`src/rtl/mem_port_arbiter.sv`:
```
// Shares one synchronous-read memory port between instruction fetch (IF) and
// load/store (LS), with LS priority bounded by a starvation limit.
module mem_port_arbiter #(
    parameter int          STARVE_LIMIT = 4,
    parameter logic [31:0] DISPLAY_ADDR = 32'h7fe
) (
    input  logic        clk,
    input  logic        rst_n,
    input  logic        clk_enable,
    input  logic        if_req,
    input  logic [31:0] if_addr,
    output logic        if_gnt,
    output logic        if_rvalid,
    output logic [31:0] if_rdata,
    input  logic        ls_req,
    input  logic        ls_we,
    input  logic [1:0]  ls_size,
    input  logic        ls_sext,
    input  logic [31:0] ls_addr,
    input  logic [31:0] ls_wdata,
    output logic        ls_gnt,
    output logic        ls_rvalid,
    output logic [31:0] ls_rdata,
    output logic [31:0] mem_addr,
    output logic [31:0] mem_offset_addr,
    output logic [31:0] mem_data_in,
    output logic        mem_we,
    output logic        mem_upper_half,
    output logic        mem_byte1,
    output logic        mem_upper_half_r,
    output logic        mem_byte1_r,
    output logic        mem_sext_r,
    output logic        mem_use_trunc,
    input  logic [31:0] mem_data_out,
    output logic [15:0] display_writes
);

    // Handshake: a requester holds req and its payload until it sees gnt in
    // the same enabled cycle; read data returns with rvalid on the next
    // enabled cycle. There is no queueing and no backpressure on responses.

    typedef enum logic [1:0] {
        OWN_NONE = 2'd0,
        OWN_IF   = 2'd1,
        OWN_LS   = 2'd2
    } owner_t;

    localparam logic [3:0] LIMIT     = 4'(STARVE_LIMIT);
    localparam logic [1:0] SIZE_WORD = 2'b10;

    owner_t      owner_q, owner_d;
    logic [1:0]  size_q;
    logic        sext_q;
    logic [3:0]  starve_cnt, starve_d;
    logic [1:0]  req_size;
    logic        disp_hit;

    always_comb begin
        if_gnt = clk_enable & if_req & (~ls_req | (starve_cnt == LIMIT));
        ls_gnt = clk_enable & ls_req & ~if_gnt;
    end

    // Anything other than an LS grant presents the fetch side as a word read.
    always_comb begin
        mem_addr        = ls_gnt ? ls_addr : if_addr;
        mem_offset_addr = mem_addr + 32'd4;
        mem_data_in     = ls_gnt ? ls_wdata : 32'd0;
        mem_we          = ls_gnt & ls_we;
        req_size        = ls_gnt ? ls_size : SIZE_WORD;
        mem_upper_half  = clk_enable & req_size[1];
        mem_byte1       = clk_enable & (req_size[1] | req_size[0]);
    end

    always_comb begin
        starve_d = starve_cnt;
        if (if_gnt || !if_req) begin
            starve_d = 4'd0;
        end else if (ls_gnt && starve_cnt != LIMIT) begin
            starve_d = starve_cnt + 4'd1;
        end
    end

    always_comb begin
        owner_d = OWN_NONE;
        if (if_gnt) begin
            owner_d = OWN_IF;
        end else if (ls_gnt && !ls_we) begin
            owner_d = OWN_LS;
        end
    end

    assign disp_hit = ls_gnt & ls_we & (ls_addr == DISPLAY_ADDR);

    always_ff @(posedge clk or negedge rst_n) begin
        if (!rst_n) begin
            owner_q        <= OWN_NONE;
            size_q         <= 2'b00;
            sext_q         <= 1'b0;
            starve_cnt     <= 4'd0;
            display_writes <= 16'd0;
        end else if (clk_enable) begin
            owner_q    <= owner_d;
            size_q     <= req_size;
            sext_q     <= ls_gnt & ls_sext;
            starve_cnt <= starve_d;
            if (disp_hit && display_writes != 16'hffff) begin
                display_writes <= display_writes + 16'd1;
            end
        end
    end

    always_comb begin
        mem_upper_half_r = size_q[1];
        mem_byte1_r      = size_q[1] | size_q[0];
        mem_sext_r       = sext_q;
        mem_use_trunc    = (owner_q == OWN_LS);
        if_rvalid        = clk_enable & (owner_q == OWN_IF);
        ls_rvalid        = clk_enable & (owner_q == OWN_LS);
        if_rdata         = (owner_q == OWN_IF) ? mem_data_out : 32'd0;
        ls_rdata         = (owner_q == OWN_LS) ? mem_data_out : 32'd0;
    end

endmodule
```
`config.mk`:
```
export PLATFORM = sky130hd
export DESIGN_NAME = mem_port_arbiter
export DESIGN_NICKNAME = d
export VERILOG_FILES = /design/src/rtl/mem_port_arbiter.sv
export SDC_FILE = /design/constraint.sdc
export NUM_CORES = 1
export LEC_CHECK = 0
export ABC_AREA = 1
export BUFFER_PORTS_ARGS = -buffer_cell sky130_fd_sc_hd__buf_4
export CAP_MARGIN = 10
export CORE_AREA = 3 3 124 126
export DETAILED_ROUTE_END_ITERATION = 16
export DIE_AREA = 0 0 127 129
export HOLD_SLACK_MARGIN = 0.03
export PLACE_DENSITY = 0.61
export SKIP_CTS_REPAIR_TIMING = 1
export SLEW_MARGIN = 20
export SYNTH_ARGS = -nofsm -noshare
export SYNTH_HDL_FRONTEND = slang
export SYNTH_SLANG_ARGS = --single-unit
```
`constraint.sdc`:
```
create_clock -name clk -period 3.4 [get_ports clk]
set_input_delay 0.68 -clock clk [delete_from_list [all_inputs] [get_ports clk]]
set_output_delay 0.68 -clock clk [all_outputs]
set_load 0.1 [all_outputs]
```
Word-level counts from Yosys, hierarchy flattened
Index checks and enable logic that the tools add are counted.
Storage, ports and cells
  logic and storage cells: 48
  bits in registers: 25
  input bits: 137
  output and inout port bits: 187
Cells by class
  mux-type cells: 9
  eq/ne operators: 6
  reductions and logical operators: 9
  add/subtract/negate cells: 3
  bitwise operators: 16
Operators by type and width (count)
  2-to-1 mux 32 bit: 4
  adder 32 x 3 -> 32 bit, second input constant: 1
  equality test 32 x 11 -> 1 bit, second input constant: 1
  adder 16 x 1 -> 16 bit, second input constant: 1
  != test 16 bit, second input constant: 1
  bitwise AND 1 bit: 11
  2-to-1 mux 4 bit: 2
  2-to-1 mux 2 bit: 3
  adder 4 x 1 -> 4 bit, second input constant: 1
  equality test 4 x 3 -> 1 bit, second input constant: 1
  != test 4 x 3 -> 1 bit, second input constant: 1
  AND reduction 2 bit: 2
  logical AND 1 bit: 3
  bitwise OR 1 bit: 3
  equality test 2 x 1 -> 1 bit, second input constant: 1
  equality test 2 bit, second input constant: 1
  logical NOT 1 bit: 2
  inverter 1 bit: 2
  nonzero test 2 bit: 1
  logical OR 1 bit: 1

Depth between registers and ports, before layout
  depth in word-level cells: 9
  mapped depth: 17
  depth with buffers taken out: 15

Worst setup path after synthesis
Ideal clock, no wire load.
  path kind: input to output
  start point: input if_req
  end point: output mem_offset_addr[16]
  cell stages on the path: 13
  slack: -1.860 ns
  arrival time: 4.580 ns
  cell sequence: nand2_1 > inv_1 > nand2_4 > nand2_2 > buf_6 > inv_1 > nand2_1 > nand2_2 > ha_1 > nand2_2 > nor2_2 > nand2_1 > xnor2_1
On the way
  longest elaborated chain between the ends: 6
RTL lines
  start: declaration: RTL line 10  | input logic if_req,
  bitwise AND 1 bit (2 in a row): RTL line 59  | if_gnt = clk_enable & if_req & (~ls_req | (starve_cnt == LIMIT));
  inverter 1 bit: RTL line 60  | ls_gnt = clk_enable & ls_req & ~if_gnt;
  bitwise AND 1 bit: RTL line 60
  net ls_gnt: RTL line 21  | output logic ls_gnt,
  2-to-1 mux 32 bit: RTL line 65  | mem_addr = ls_gnt ? ls_addr : if_addr;
  net mem_addr[2]: RTL line 24  | output logic [31:0] mem_addr,
  adder 32 x 3 -> 32 bit: RTL line 66  | mem_offset_addr = mem_addr + 32'd4;
  end: declaration: RTL line 25  | output logic [31:0] mem_offset_addr,
The timed path passes the listed nets, and every way through them passes these cells.

Worst setup path in the final report
  start point: register starve_cnt[0]
  end point: output mem_offset_addr[14]
On the way
  longest elaborated chain between the ends: 7
RTL lines
  start: declaration: RTL line 54  | logic [3:0] starve_cnt, starve_d;
  start signal: assignment: RTL line 105  | starve_cnt <= starve_d;
  equality test 4 x 3 -> 1 bit: RTL line 59
  bitwise OR 1 bit: RTL line 59
  bitwise AND 1 bit: RTL line 59
  inverter 1 bit: RTL line 60
  bitwise AND 1 bit: RTL line 60
  2-to-1 mux 32 bit: RTL line 65
  adder 32 x 3 -> 32 bit: RTL line 66
No other way between the ends.

==> flow_metrics.tcl <==
set metrics [dict create \
    drv_cap 0 \
    finalSetupViolations 0 \
    tns_ns 0 \
    grt_max_degree 48 \
    track_usage 0.2245 \
    fmax_mhz 295.9 \
    clkTransAtPathRegs_ns 0.06 \
    cts_tree "done" \
    rows 44 \
    clock_path_buffers 2 \
    relSlewSlack 0.6848 \
    clockRootBuffer "clkbuf_16" \
    die_width_um 127 \
    crit_type "flip-flop to primary output" \
    hold-worst-slack_ns 0.3182 \
    cts_max_level 1 \
    leakagePower_nw 4.783 \
    grt_pass1_vias 5671 \
    diodes 0 \
    layout-drive-gt1-share 0.5427 \
    antenna_found_initial 0 \
    synth_cell_type_count 30 \
    synth_area_per_cell_um2 5.156 \
    cpMostUsedCell "nand2_8" \
    port_buffers 323 \
    area_growth_pct 123.0 \
    grt_pass1_wl_mm 29.54 \
    max_stage_delay_ns 0.42 \
    io_pins 324 \
    outcome "completed" \
    dr.pass1.iters 6 \
    netlist_area_mm2 0.003975 \
    report.power.total_mw 2.577 \
    dp_hpwl_mm 17.09 \
    wl_mm 21.45 \
    powerDensity_mw_per_mm2 290.7 \
    wire_per_inst_um 15.82 \
    critPathMaxFanout 5 \
    final_hold_viol_count 0 \
    drt-initial-drc-count 393 \
    yosys_warnings 0 \
    drc 0 \
    start_kind "flip-flop" \
    worst_path_max_delay_cell "dfrtp_1" \
    syn_nets 912 \
    fin_worst_skew_ns 0.001727 \
    overflow 0 \
    clock-sinks 25 \
    arrival_ns 2.70 \
    globalplace.congestion 0.9076 \
    design.die.area_mm2 0.01638 \
    rsz0062_at_grt "true" \
    crit_path_end_kind "primary output" \
    max-vdd-ir-drop_mv 0.1947 \
    die_h_um 129 \
    core_area_mm2 0.01442 \
    syn_inst 771 \
    insertion_delay_ns 0.26 \
    dpl.cell_count 1322 \
    synth-seq-cells 25 \
    initial_core_util 0.2756 \
    hp-class "input pin to async pin" \
    fin_nets 1314 \
    viasPerCell 4.631 \
    stdcell_count 1356 \
    crit_required_ns 2.72 \
    fin_crit_sh 0.9939 \
    worst_pin_slew_ns 0.4723 \
    drv_slew 0 \
    fin_crit_ns 3.379 \
    cts_buffers 3 \
    fillCellCount 1377 \
    final_antenna_net_count 0 \
    path_cells "inv_1 -> ha_2 -> nand3_4 -> nand2_4 -> nand2_8 -> nand2_8 -> buf_6 -> clkinvlp_4 -> nand2_4 -> nand2_8 -> ha_4 -> nand2_8 -> buf_4 -> nor2_4 -> buf_6 -> xor2_4 -> buf_12" \
    seq_area_frac_synth 0.1574 \
    num_vias 6279 \
]
area by class of cell:
| cell class | instances | area, um2 | share of cell area |
|---|---|---|---|
| clock inverters | 1 | 5.005 | 0.0005646 |
| well taps | 184 | 230.2 | 0.02597 |
| flip-flops and latches | 25 | 625.6 | 0.07057 |
| clock buffers | 3 | 75.07 | 0.008469 |
| multi-input cells | 577 | 3740 | 0.4219 |
| inverters | 140 | 529.3 | 0.05970 |
| repair buffers | 426 | 3660 | 0.4128 |
sequential cells by signal, summed over array words and instances (netlist names):
signal          cells
owner_q             2
display_writes     16
starve_cnt          4
size_q              2
mem_sext_r          1
cells in the mapped netlist (all sizes together):
master / number / area [um2]
a21boi: 1 / 7.510
a21oi: 1 / 5.000
a22o: 1 / 8.760
buf: 24 / 150.1
clkbuf: 7 / 26.28
dfrtp: 25 / 625.6
ha: 4 / 50.05
inv: 140 / 525.5
mux2i: 1 / 10.01
nand2: 244 / 960.9
nand3: 61 / 315.3
nand3b: 12 / 90.09
nand4: 10 / 62.56
nor2: 175 / 679.4
nor3: 4 / 20.02
nor4: 9 / 56.30
o21ai: 17 / 85.08
o22ai: 3 / 18.77
or2: 1 / 6.260
xnor2: 10 / 87.58
xor2: 21 / 183.9
critical path, delay by kind of cell (launching register included):
kind,cells,cell delay [ns]
flops,1,0.42
fa+ha+maj,2,0.37
xor+xnor,1,0.17
buf+inv,6,0.74
simple gates,8,0.72
worst paths after layout:
kind / start / to / slack (ns) / cells past startpoint
worst max-delay path: starve_cnt[0] / mem_offset_addr[14] / 0.02 / 17
worst min-delay path: rst_n / display_writes[0] / 0.32 / 1
worst max register to register: starve_cnt[0] / display_writes[13] / 0.87 / 11
worst min register to register: mem_sext_r / mem_sext_r / 0.52 / 1
max in group asynchronous: rst_n / display_writes[8] / 2.84 / 1
min in group clk: mem_sext_r / mem_sext_r / 0.52 / 1
logic make-up after synthesis:
family	Yosys count	share of synthesized area
adders and majority gates	4	0.01259
muxes	1	0.002518
xor gates and xnor gates	31	0.06830
and+or+nand+nor	516	0.5511
buffers and inverters	171	0.1766
AOI/OAI and AO/OA	23	0.03148
DFF	25	0.1574
placed cells by master (no fill, tap or decap), drive strengths merged, types with 3 or more instances in the layout:
cell type / instances
clkbuf: 9
o22ai: 3
dfrtp: 25
nor2: 175
nand4: 10
nor3: 4
inv: 139
xnor2: 10
nor4: 9
nand3: 61
o21ai: 17
xor2: 21
ha: 4
nand3b: 12
buf: 420
nand2: 246
metal layers:
layer  part of all wire  GRT usage
met1               0.40     0.2743
met2               0.50     0.4113
met3              0.082    0.04110
met4              0.022    0.04858
met5                  0          0
metrics by stage:
stage,util,instance area (um2),worst slack [ns]
5_1_grt,0.6146,8865,-0.08944
4_1_cts,0.5479,7903,-0.2868
3_5_place_dp,0.5423,7823,-0.06925
6_report,0.6146,8865,0.02072
2_1_floorplan,-,4726,-0.3162
3_3_place_gp,0.5423,7823,-0.05521
report_power, final:
part           leakage, nW  switching (mW)  total [mW]  internal [mW]
Clock               0.0409           0.104       0.263          0.158
Combinational         4.43            1.44        2.01          0.567
Sequential           0.310         0.00440       0.309          0.304
(Power assumes the default switching activity.)
